==> src/rtl/ddr_note_scheduler.sv <==
// Rhythm-game note scheduler: fetches chart notes, keeps a song-tick timebase and judges lane presses (combo scoring under DDR_COMBO_EN).
// Latency: chart word one cycle after chart_addr; hit/miss registered one cycle after the deciding press or tick.
// Backpressure: none; pause freezes the timebase only, presses are still judged.
module ddr_note_scheduler #(
    parameter int TICK_DIV = 100000,
    parameter int WIN      = 40,
    parameter int CHART_AW = 10
) (
    input  logic                clk,
    input  logic                rst,
    input  logic                start,
    input  logic                pause,
    input  logic [3:0]          btn,
    output logic [CHART_AW-1:0] chart_addr,
    input  logic [11:0]         chart_data,
    output logic                playing,
    output logic                done,
    output logic                hit,
    output logic                miss,
    output logic [3:0]          next_mask,
    output logic [15:0]         song_tick,
    output logic [15:0]         score,
    output logic [7:0]          combo
);

    localparam int              PW         = $clog2(TICK_DIV);
    localparam logic [PW-1:0]   PRESC_MAX  = PW'(TICK_DIV - 1);
    localparam logic [16:0]     WIN17      = 17'(WIN);

    typedef enum logic [2:0] {
        S_IDLE,
        S_FETCH,
        S_LOAD,
        S_ARMED,
        S_DONE
    } state_t;

    state_t        state;
    state_t        state_nxt;

    logic [PW-1:0] presc;
    logic [16:0]   target;
    logic [3:0]    mask;
    logic [3:0]    acc;
    logic [3:0]    btn_q;
    logic [3:0]    press;
    logic [16:0]   tick17;
    logic [16:0]   load_target;
    logic [16:0]   score_sum;
    logic [1:0]    score_inc;
    logic          win_open;
    logic          late;
    logic          note_done;
    logic          addr_last;
    logic          go;
    logic          do_hit;
    logic          do_miss;

    assign press       = btn & ~btn_q;
    assign tick17      = {1'b0, song_tick};
    // Both bounds stay in 17 bits so an early target never underflows.
    assign win_open    = ((tick17 + WIN17) >= target) && (tick17 <= (target + WIN17));
    assign late        = tick17 > (target + WIN17);
    assign note_done   = ((acc | press) & mask) == mask;
    assign load_target = target + {9'd0, chart_data[7:0]};
    assign addr_last   = &chart_addr;
    assign go          = start && ((state == S_IDLE) || (state == S_DONE));

    assign playing   = (state == S_FETCH) || (state == S_LOAD) || (state == S_ARMED);
    assign done      = (state == S_DONE);
    assign next_mask = (state == S_ARMED) ? mask : 4'd0;

    always_comb begin
        state_nxt = state;
        do_hit    = 1'b0;
        do_miss   = 1'b0;
        case (state)
            S_IDLE: begin
                if (start) state_nxt = S_FETCH;
            end
            S_FETCH: begin
                state_nxt = S_LOAD;
            end
            S_LOAD: begin
                if ((chart_data[11:8] == 4'd0) || load_target[16]) state_nxt = S_DONE;
                else                                                state_nxt = S_ARMED;
            end
            S_ARMED: begin
                // late and win_open are mutually exclusive, so the last in-window cycle can only hit.
                if (late) begin
                    do_miss   = 1'b1;
                    state_nxt = addr_last ? S_DONE : S_FETCH;
                end else if (win_open && note_done) begin
                    do_hit    = 1'b1;
                    state_nxt = addr_last ? S_DONE : S_FETCH;
                end
            end
            S_DONE: begin
                if (start) state_nxt = S_FETCH;
            end
            default: state_nxt = S_IDLE;
        endcase
    end

    assign score_sum = {1'b0, score} + {15'd0, score_inc};

    always_ff @(posedge clk) begin
        if (rst) begin
            state      <= S_IDLE;
            presc      <= '0;
            song_tick  <= '0;
            chart_addr <= '0;
            target     <= '0;
            mask       <= '0;
            acc        <= '0;
            btn_q      <= '0;
            score      <= '0;
            hit        <= 1'b0;
            miss       <= 1'b0;
        end else begin
            state <= state_nxt;
            btn_q <= btn;
            hit   <= do_hit;
            miss  <= do_miss;

            if (go) begin
                presc     <= '0;
                song_tick <= '0;
            end else if (playing && !pause) begin
                if (presc == PRESC_MAX) begin
                    presc <= '0;
                    if (song_tick != 16'hFFFF) song_tick <= song_tick + 16'd1;
                end else begin
                    presc <= presc + PW'(1);
                end
            end

            if (go)                                   chart_addr <= '0;
            else if ((do_hit || do_miss) && !addr_last) chart_addr <= chart_addr + CHART_AW'(1);

            if (go) begin
                target <= '0;
            end else if ((state == S_LOAD) && (state_nxt == S_ARMED)) begin
                target <= load_target;
                mask   <= chart_data[11:8];
            end

            if (state == S_LOAD)                     acc <= '0;
            else if ((state == S_ARMED) && win_open) acc <= acc | (press & mask);

            if (go)          score <= '0;
            else if (do_hit) score <= score_sum[16] ? 16'hFFFF : score_sum[15:0];
        end
    end

`ifdef DDR_COMBO_EN
    logic [7:0] combo_q;

    always_ff @(posedge clk) begin
        if (rst) begin
            combo_q <= '0;
        end else if (go || do_miss) begin
            combo_q <= '0;
        end else if (do_hit && (combo_q != 8'hFF)) begin
            combo_q <= combo_q + 8'd1;
        end
    end

    assign combo     = combo_q;
    assign score_inc = (combo_q >= 8'd10) ? 2'd2 : 2'd1;
`else
    assign combo     = 8'd0;
    assign score_inc = 2'd1;
`endif

endmodule

==> config.mk <==
export PLATFORM = sky130hd
export DESIGN_NAME = ddr_note_scheduler
export DESIGN_NICKNAME = d
export VERILOG_FILES = /design/src/rtl/ddr_note_scheduler.sv
export SDC_FILE = /design/constraint.sdc
export NUM_CORES = 1
export LEC_CHECK = 0
export ABC_AREA = 0
export ABC_CLOCK_PERIOD_IN_PS = 3380
export CAP_MARGIN = 20
export CORE_UTILIZATION = 40
export CTS_BUF_LIST = sky130_fd_sc_hd__clkbuf_16
export DETAILED_ROUTE_END_ITERATION = 7
export PLACE_DENSITY = 0.67
export SLEW_MARGIN = 15
export SYNTH_ARGS = -nofsm -noshare
export SYNTH_HDL_FRONTEND = slang
export SYNTH_SLANG_ARGS = --single-unit
==> constraint.sdc <==
create_clock -name clk -period 3.38 [get_ports clk]
set_clock_uncertainty 0.2 [all_clocks]
set_input_delay 0.507 -clock clk [delete_from_list [all_inputs] [get_ports clk]]
set_output_delay 0.507 -clock clk [all_outputs]
set_load 0.02 [all_outputs]
==> metrics.cfg, run 1 <==
[setup_path]
regToRegStartpoint = target[4]
cp-endpoint = score[2]
worstSetupStartpointType = register
regToRegEndpoint = score[2]
critical_path_required_ns = 3.45
ff2ff_setup_slack_ns = 0.004
criticalPathCategory = register to register
worstPathMaxFanout = 6
cp_data_arrival_time_ns = 3.44
r2r.worst_path.cells = 16
critical_path.endpoint_type = register
setup.worst_path.start = target[4]

[final_layout]
drive_above_1_share = 0.170
num-nets-final = 899
antenna_diodes = 0
sequential_cell_area_mm2 = 0.00187
num-fill-cells = 1407
post-route-util = 0.535
layout-area-overhead-vs-synth_pct = 30.6
multi_input_comb_area_mm2 = 0.00405
filler_free_cell_count_of_the_finished_design = 1023

[sta]
max_freq_mhz = 296
setup_violations = 0
maxSlewViolCount = 0
period_minus_slack_ns = 3.38
grt_setup_unrepaired = yes
finalHoldViolations = 0
fin_tns_setup_ns = 0
timing.slew.headroom = 0.522
layout_worst_path_cycle_share = 0.999
worst-slew-pin-transition_ns = 0.714
timing.final.ws_setup_ns = 0.00366

[placement]
dpl.hpwl_um = 11200
gp_congestion = 0.864
worst_slack_at_placement_ns = -0.199
portBuffers = 69
place.detailed.instances = 1004

[yosys]
synth.top_cells.by_count = 93 x dfxtp_1, 66 x nor2_1, 63 x nand2_1, 44 x ha_1, 37 x a21oi_1
flip_flop_and_latch_count_after_synthesis = 93
synth_xor_area_frac = 0.0750
synth-compound-area-share = 0.169
synth_adder_area_share = 0.0958
yosys.cell_types.count = 73
synth_area_per_cell_um2 = 8.28
postSynth.asyncResetShare = 0
share_of_the_synthesized_area_in_the_top_cell_type = 0.312
synthSimpleGateAreaFrac = 0.265
synth.mux.area_fraction = 0.0325
combinational_family_with_the_most_area_after_synthesis = simple AND/OR/NAND/NOR gates
synthCells = 720
mappedNetlistArea_mm2 = 0.00596
ys_warn_count = 0
yosys.area.top_type = dfxtp_1
synth_sequential_area_ratio = 0.312
synth_enable_flop_cells = 0
yosysMostFrequentCell = dfxtp_1
synth.top_cells.by_area = dfxtp_1 31%, ha_1 9.2%, xnor2_1 4.7%, nor2_1 4.2%, nand2_1 4.0%
synth-main-ff-cell = dfxtp_1

[clock_tree]
clock_path_buffers = 2
clock_tree_from_tritoncts = done
worst_path_clk_slew_ns = 0.07
tritoncts.num_buffers = 9
clk-insertion-delay-late_ns = 0.35
cts_hold_buffers = 0
clock_tree.htree_level_count = 3
root_buffer_cell = clkbuf_16
numClockSinks = 93

[routing]
dr_vias_cell = 5.40
routedWlPerCell_um = 14.8
wl_um = 15100
detailed_route_via_count = 5527
initialDrtViolationCount = 296
drt-pass1-iter-count = 5
drc = 0
postRouteAntennaNets = 0

[grt]
grt_max_degree = 22
grtUsageTotal = 0.203
grt_residual_overflow = 0
antenna_violations_before_repair = 0
global_route_wire_length_before_repair_um = 24700
vias_in_the_first_global_route = 5044

[floorplanning]
floorplan.io_pins = 78
row_count = 44
die_w_um = 124
die-height_um = 124
design.core.area_mm2 = 0.0145
floorplan.initialDensity = 0.410
area_enclosed_by_the_die_boundary_mm2 = 0.0154

[flow_run]
timing.max_cap.violations = 0

[status]
result_of_the_run = finished clean

[power_and_ir_drop]
worst_supply_voltage_drop_on_vdd_mv = 0.242
power.density_cell_area_mw_per_mm2 = 313
power_leakage_nw = 2.89

[hold_path]
hold_class = register to register

## timing repair
item	in CTS	in global routing
pin swaps	19	15
setup buffers	1	1
gates resized for setup	27	30
setup endpoints to repair	29	31
cloned	1	0
## registers in the layout (all words and copies together) (netlist names)
signal	count
mask	4
score	16
btn_q	4
hit	1
state	3
miss	1
acc	4
chart_addr	10
target	17
song_tick	16
presc	17
## layout by cell type (no fill, tap or decap), types with 12 or more instances in the layout
master,synthesis,final
mux2i_1,16,16
a21oi_1,37,32
xor2_1,19,19
o21ai_0,24,23
dfxtp_1,93,86
buf_4,8,56
nand2_1,63,62
nand4_1,26,26
inv_1,25,27
clkdlybuf4s50_1,0,69
nor2_1,66,62
nand2b_1,15,15
xnor2_1,32,30
and3_1,15,15
nor3_1,17,12
nand3_1,31,28
ha_1,44,43
## layer usage
metal  GRT usage  wire [um]
met3      0.0353        581
met2       0.314       6940
met4      0.0729        297
met5           0          0
met1       0.282       7330
## where the power goes
group | internal, mW | switching (mW)
Clock | 0.495 | 0.441
Sequential | 1.11 | 0.0160
Combinational | 0.155 | 0.219
## stage by stage
stage | instance area [um^2] | hold slack, ns | power, mW
floorplan | 6000 | 0.241 | 1.37
global placement | 7230 | 0.255 | 1.49
detailed placement | 7230 | 0.268 | 1.50
CTS | 7640 | 0.283 | 2.44
global route | 7780 | 0.297 | 2.55
finish | 7780 | 0.275 | 2.44
## worst min-delay path by stage
stage           start      to  cells past startpoint
4_1_cts        acc[0]  acc[0]                      1
3_3_place_gp   acc[1]  acc[1]                      1
5_1_grt        acc[0]  acc[0]                      1
6_report       acc[0]  acc[0]                      1
2_1_floorplan  acc[0]  acc[0]                      1
3_5_place_dp   acc[0]  acc[0]                      1
## cells by family (layout without fill, tap and decap cells)
logic type                 Yosys count  after routing
and+or+nand+nor                    301            301
xor gates and xnor gates            51             51
DFF                                 93             93
muxes                               19             19
AOI/OAI and AO/OA                  146            146
buffers and inverters               64            176
other                                1              8
adders and majority gates           45             45
## cell type report
type,count,share of cell area
repair buffers,135,0.163
clock inverters,7,0.00547
multi-input cells,570,0.521
inverters,25,0.0121
flip-flops and latches,93,0.240
clock buffers,9,0.0289
well taps,184,0.0296
## critical path: stages (launching register included)
cell	delay [ns]
dfxtp_2	0.37
ha_4	0.15
o21ai_2	0.05
or3_4	0.37
nor2_4	0.12
buf_6	0.11
xnor2_2	0.05
ha_1	0.31
nand4_1	0.13
nor4_2	0.07
and4_1	0.21
a211o_1	0.30
buf_6	0.14
o21ai_4	0.23
nor3_2	0.08
buf_4	0.17
a311oi_2	0.25
Power figures use the tool's default switching activity.
==> inputs of run 2 (changes only) <==
--- a/config.mk
+++ b/config.mk
@@ -8,9 +8,11 @@
 export ABC_AREA = 0
 export ABC_CLOCK_PERIOD_IN_PS = 3380
 export CAP_MARGIN = 20
+export CORE_MARGIN = 3
 export CORE_UTILIZATION = 40
 export CTS_BUF_LIST = sky130_fd_sc_hd__clkbuf_16
 export DETAILED_ROUTE_END_ITERATION = 7
+export GPL_ROUTABILITY_DRIVEN = 0
 export PLACE_DENSITY = 0.67
 export SLEW_MARGIN = 15
 export SYNTH_ARGS = -nofsm -noshare
==> run 2 against run 1 <==
Sequential share of layout area up 0.12 points; clock power up 20%; core utilization up 0.96 points; worst hold slack better by 0.012 ns; die area up 6.6%; first-iteration DRC count up 17%; non-clock buffer count down 5; critical path depth down 1; sequential cell count unchanged; global-route usage down 1.2 points; fmax up 0.79%; worst setup slack better by 0.027 ns; largest power group unchanged.
==> metrics.cfg, run 2 (synthesis results as in run 1) <==
[routing]
drt-pass1-iter-count = 5
routedWlPerCell_um = 15.9
detailed_route_via_count = 5668
dr_vias_cell = 5.59
wl_um = 16100
initialDrtViolationCount = 345
postRouteAntennaNets = 0
drc = 0

[power_and_ir_drop]
power_switching_mw = 0.701
sw_frac_of_total = 0.269
power_leakage_nw = 2.87
power_frac_comb = 0.139
p_int_mw = 1.91
power.density_cell_area_mw_per_mm2 = 337
p_clk_frac = 0.429
design_power_total_mw = 2.61
worst_supply_voltage_drop_on_vdd_mv = 0.315
share_seq_of_total_power = 0.432

[setup_path]
worstSetupStartpointType = register
worstPathMaxFanout = 6
regToRegEndpoint = score[10]
critical_path.endpoint_type = register
ff2ff_setup_slack_ns = 0.03
cp_data_arrival_time_ns = 3.41
critical_path_required_ns = 3.44
criticalPathCategory = register to register
r2r.worst_path.cells = 15
regToRegStartpoint = target[4]

[grt]
grt_util_met1 = 0.252
groute.layer.met3.usage = 0.0279
grt_residual_overflow = 0
vias_in_the_first_global_route = 5269
antenna_violations_before_repair = 0
grt_max_degree = 45
global_route_wire_length_before_repair_um = 25900
grt-busiest-layer = met2
gr_met2_demand_resource = 0.322
grtUsageTotal = 0.192

[sta]
layout_worst_path_cycle_share = 0.991
setup_violations = 0
finalHoldViolations = 0
maxSlewViolCount = 0
max_freq_mhz = 299
period_minus_slack_ns = 3.35
grt_setup_unrepaired = yes
fin_tns_setup_ns = 0
worst-slew-pin-transition_ns = 0.782
timing.slew.headroom = 0.474

[final_layout]
layout-area-overhead-vs-synth_pct = 29.9
antenna_diodes = 0
post-route-util = 0.545
mostFrequentLayoutCell = dfxtp_1
num-nets-final = 894
layout_common_cells = 86 x dfxtp_1, 69 x clkdlybuf4s50_1, 63 x nand2_1
drive_above_1_share = 0.171
largest_registers = presc (17), target (17)

[clock_tree]
worst_path_clk_slew_ns = 0.07
numClockSinks = 93
cts_hold_buffers = 0
root_buffer_cell = clkbuf_16
clock_tree_from_tritoncts = done
clock_tree.htree_level_count = 3
clock_path_buffers = 2
clk-insertion-delay-late_ns = 0.35
tritoncts.num_buffers = 9

[hold_path]
worst_hold_startpoint = chart_addr[9]
min_delay_worst_endpoint = chart_addr[9]
hold_class = register to register
hold_path_depth = 2

[status]
result_of_the_run = finished clean

[placement]
portBuffers = 69
dpl.hpwl_um = 11800

[floorplanning]
die-height_um = 128
row_count = 43
floorplan.io_pins = 78
area_enclosed_by_the_die_boundary_mm2 = 0.0164
die_w_um = 128
design.core.area_mm2 = 0.0142
floorplan.initialDensity = 0.419

[flow_run]
timing.max_cap.violations = 0

-- run 2: cell count changes in the layout (fill, tap and decap cells not counted), sizes merged --
| cell | before | now |
|---|---|---|
| clkinvlp | 1 | 0 |
| bufinv | 0 | 2 |
| buf | 66 | 61 |
| inv | 28 | 27 |
-- run 2: final cells by class --
| type | instances | area (um^2) |
|---|---|---|
| Fill cell | 1334 | 6460 |
| Inverter | 25 | 93.8 |
| Timing Repair Buffer | 130 | 1180 |
| Clock inverter | 7 | 95.1 |
| Multi-Input combinational cell | 570 | 4050 |
| Sequential cell | 93 | 1870 |
| Tap cell | 180 | 225 |
| Clock buffer | 9 | 225 |
-- run 2: power by group through the flow --
stage / Clock, mW / Sequential (mW) / Combinational [mW]
final: 1.12 / 1.13 / 0.362
after global routing: 1.18 / 1.13 / 0.393
after CTS: 1.13 / 1.13 / 0.342
after detailed placement: 0 / 1.15 / 0.338
after global placement: 0 / 1.15 / 0.331
after floorplan: 0 / 1.15 / 0.218
-- run 2: how the worst max path moves through the flow --
stage                             start    endpoint  slack (ns)  cells past startpoint
after global placement    chart_data[0]  target[13]       -0.06                     11
after global routing          target[4]   score[10]       -0.08                     15
after detailed placement      target[3]   score[15]       -0.15                     14
after CTS                     target[3]   score[15]       -0.02                     13
after floorplan               target[3]    score[2]        0.02                     14
final                         target[4]   score[10]        0.03                     15
-- run 2: worst max-delay path, stage by stage, from the launching register on --
cell and delay [ns]:
dfxtp_2 0.35, ha_4 0.14, o21ai_2 0.05, or3_4 0.37, nor2_4 0.14, nand3_2 0.10
xnor2_2 0.16, ha_1 0.29, nand3_2 0.08, nor4_2 0.25, and4_1 0.22, a211o_1 0.22
o21a_2 0.23, buf_6 0.14, a41oi_2 0.10, a311oi_2 0.20
-- run 2: layer usage --
metal | up-vias | part of all wire
met5 | - | 0
li1 | 2808 | -
met4 | 0 | 0.016
met1 | 2672 | 0.45
met3 | 15 | 0.050
met2 | 173 | 0.48
-- run 2: metrics by stage --
| step | worst slack, ns | cells | hold slack [ns] | instance area [um^2] |
|---|---|---|---|---|
| 3_3_place_gp | -0.0635 | 996 | 0.250 | 7170 |
| 4_1_cts | -0.0172 | 1013 | 0.282 | 7550 |
| 5_1_grt | -0.0774 | 1014 | 0.308 | 7740 |
| 6_report | 0.0303 | 1014 | 0.287 | 7740 |
| 3_5_place_dp | -0.147 | 996 | 0.259 | 7170 |
| 2_1_floorplan | 0.0196 | 727 | 0.241 | 6000 |
-- run 2: repair_timing --
item,in CTS,in global routing
resized for setup,14,41
cloned,0,1
buffers inserted,1,0
endpoints found under the setup margin,31,35
pin swaps,10,37
==> inputs of run 3 (changes only) <==
--- a/config.mk
+++ b/config.mk
@@ -7,13 +7,13 @@
 export LEC_CHECK = 0
 export ABC_AREA = 0
 export ABC_CLOCK_PERIOD_IN_PS = 3380
-export CAP_MARGIN = 20
 export CORE_MARGIN = 3
 export CORE_UTILIZATION = 40
 export CTS_BUF_LIST = sky130_fd_sc_hd__clkbuf_16
 export DETAILED_ROUTE_END_ITERATION = 7
+export DONT_BUFFER_PORTS = 1
 export GPL_ROUTABILITY_DRIVEN = 0
-export PLACE_DENSITY = 0.67
+export PLACE_DENSITY = 0.6
 export SLEW_MARGIN = 15
 export SYNTH_ARGS = -nofsm -noshare
 export SYNTH_HDL_FRONTEND = slang
==> run 3 against run 2 <==
The run now ends with negative setup slack left; clock-buffer cell count is the same; final cell count shrank 6.4%; global-route usage is essentially flat; power shrank 2.0%; combinational power shrank 7.5%; non-clock buffer count shrank 64; via count shrank 4.4%; largest power group unchanged; highest routed layer unchanged.
==> metrics.cfg, run 3 (synthesis results as in run 1) <==
[clock_tree]
clk-insertion-delay-late_ns = 0.35
root_buffer_cell = clkbuf_16
clock_tree_from_tritoncts = done
numClockSinks = 93
tritoncts.num_buffers = 9
clock_tree.htree_level_count = 3
clock_path_buffers = 2
worst_path_clk_slew_ns = 0.07

[setup_path]
setup.worst_path.start = target[4]
regToRegEndpoint = state[2]
worstPathMaxFanout = 7
worstSetupStartpointType = register
criticalPathCategory = register to register
critical_path.endpoint_type = register
ff2ff_setup_slack_ns = -0.09
r2r.worst_path.cells = 16
regToRegStartpoint = target[4]
critical_path_required_ns = 3.43
cp_data_arrival_time_ns = 3.52
cp-endpoint = state[2]

[placement]
dpl.hpwl_um = 11700
portBuffers = 0
worst_slack_at_placement_ns = -0.177

[final_layout]
antenna_diodes = 0
multi_input_comb_area_mm2 = 0.00408
num-fill-cells = 1381
drive_above_1_share = 0.182
mostFrequentLayoutCell = dfxtp_1
num-nets-final = 830
layout_common_cells = 89 x dfxtp_1, 63 x nand2_1, 62 x nor2_1
post-route-util = 0.501
sequential_cell_area_mm2 = 0.00187
largest_registers = presc (17), target (17)
layout-area-overhead-vs-synth_pct = 19.6

[floorplanning]
row_count = 43
floorplan.io_pins = 78
design.core.area_mm2 = 0.0142
area_enclosed_by_the_die_boundary_mm2 = 0.0164
die-height_um = 128
die_w_um = 128
floorplan.initialDensity = 0.419

[power_and_ir_drop]
power.density_cell_area_mw_per_mm2 = 359
share_seq_of_total_power = 0.441
p_int_mw = 1.88
worst_supply_voltage_drop_on_vdd_mv = 0.249
power_leakage_nw = 2.64
sw_frac_of_total = 0.265
power_frac_comb = 0.131
p_clk_frac = 0.427
power_switching_mw = 0.678

[grt]
grt_max_degree = 22
groute.layer.met3.usage = 0.0375
grtUsageTotal = 0.192
global_route_wire_length_before_repair_um = 25600
grt_residual_overflow = 0
gr_met2_demand_resource = 0.305
vias_in_the_first_global_route = 5231
grt_util_met1 = 0.251
grt-busiest-layer = met2
antenna_violations_before_repair = 0

[sta]
maxSlewViolCount = 0
grt_setup_unrepaired = yes
period_minus_slack_ns = 3.47
max_freq_mhz = 288
layout_worst_path_cycle_share = 1.03
worst-slew-pin-transition_ns = 0.777
timing.slew.headroom = 0.477
timing.final.ws_setup_ns = -0.0940
finalHoldViolations = 0
setup_violations = 22

[routing]
initialDrtViolationCount = 262
drt-pass1-iter-count = 4
routedWlPerCell_um = 16.5
detailed_route_via_count = 5421
wl_um = 15700
drc = 0
dr_vias_cell = 5.71
postRouteAntennaNets = 0

[hold_path]
hold_class = primary input to register

[flow_run]
timing.max_cap.violations = 0

[status]
violations = negative setup slack
result_of_the_run = complete, but fails checks

[run 3: cell types whose count changed in the layout (fill, tap and decap cells not counted), sizes merged]
cell / before / now
inv: 27 / 26
clkdlybuf4s50: 69 / 0
buf: 61 / 66
[run 3: layout make-up]
cell class	instances	area share
Clock inverter	6	0.0126
Clock buffer	9	0.0316
Tap cell	180	0.0316
Multi-Input combinational cell	570	0.572
Inverter	25	0.0132
Timing Repair Buffer	66	0.0768
Sequential cell	93	0.262
[run 3: how the worst min path moves through the flow]
stage            from       to  slack [ns]  depth (start not counted)
3_5_place_dp   acc[0]   acc[0]        0.26                          1
4_1_cts           rst  mask[3]       0.008                          1
5_1_grt           rst   acc[2]       0.006                          1
2_1_floorplan  acc[0]   acc[0]        0.24                          1
3_3_place_gp   acc[3]   acc[3]        0.25                          1
6_report          rst   acc[2]        0.02                          1
[run 3: power groups by stage]
| stage | clock network (mW) | registers (mW) | logic [mW] |
|---|---|---|---|
| final | 1.09 | 1.13 | 0.335 |
| after detailed placement | 0 | 1.15 | 0.307 |
| after global placement | 0 | 1.15 | 0.300 |
| after CTS | 1.11 | 1.13 | 0.310 |
| after floorplan | 0 | 1.15 | 0.218 |
| after global routing | 1.16 | 1.13 | 0.369 |
[run 3: routing by layer]
layer  routed length, um  vias up  share of wire
li1                    -     2673              -
met2                7290      123           0.47
met5                   0        -              0
met3                 741       26          0.047
met4                 429        0          0.027
met1                7200     2599           0.46
[run 3: through the flow]
stage	instances	hold slack, ns	setup TNS, ns	total power [mW]	area, um^2
CTS	944	0.00825	-0.532	2.55	6890
detailed placement	926	0.259	-3.12	1.46	6480
global placement	926	0.247	-0.201	1.45	6480
finish	949	0.0243	-1.03	2.55	7120
global route	949	0.00564	-5.15	2.66	7120
floorplan	727	0.241	0	1.37	6000
[run 3: critical path, stage by stage, from the launching register on]
cell and delay (ns):
dfxtp_2 0.35, ha_4 0.15, o21ai_4 0.05, or3_4 0.37, nor2_4 0.14, nand3_2 0.10
xnor2_2 0.16, ha_1 0.29, nand3_2 0.10, nor4_4 0.31, and4_1 0.24, a211o_1 0.22
buf_4 0.14, or2_4 0.15, buf_4 0.13, a21oi_4 0.05, a32o_1 0.22
[run 3: what timing repair did]
action                                  CTS  global route
resized for setup                        16            41
hold buffers                              0             0
cloned                                    0             1
endpoints found under the hold margin     0             0
buffers inserted                          4             5
endpoints found under the setup margin   33            34
pin swaps                                14            34
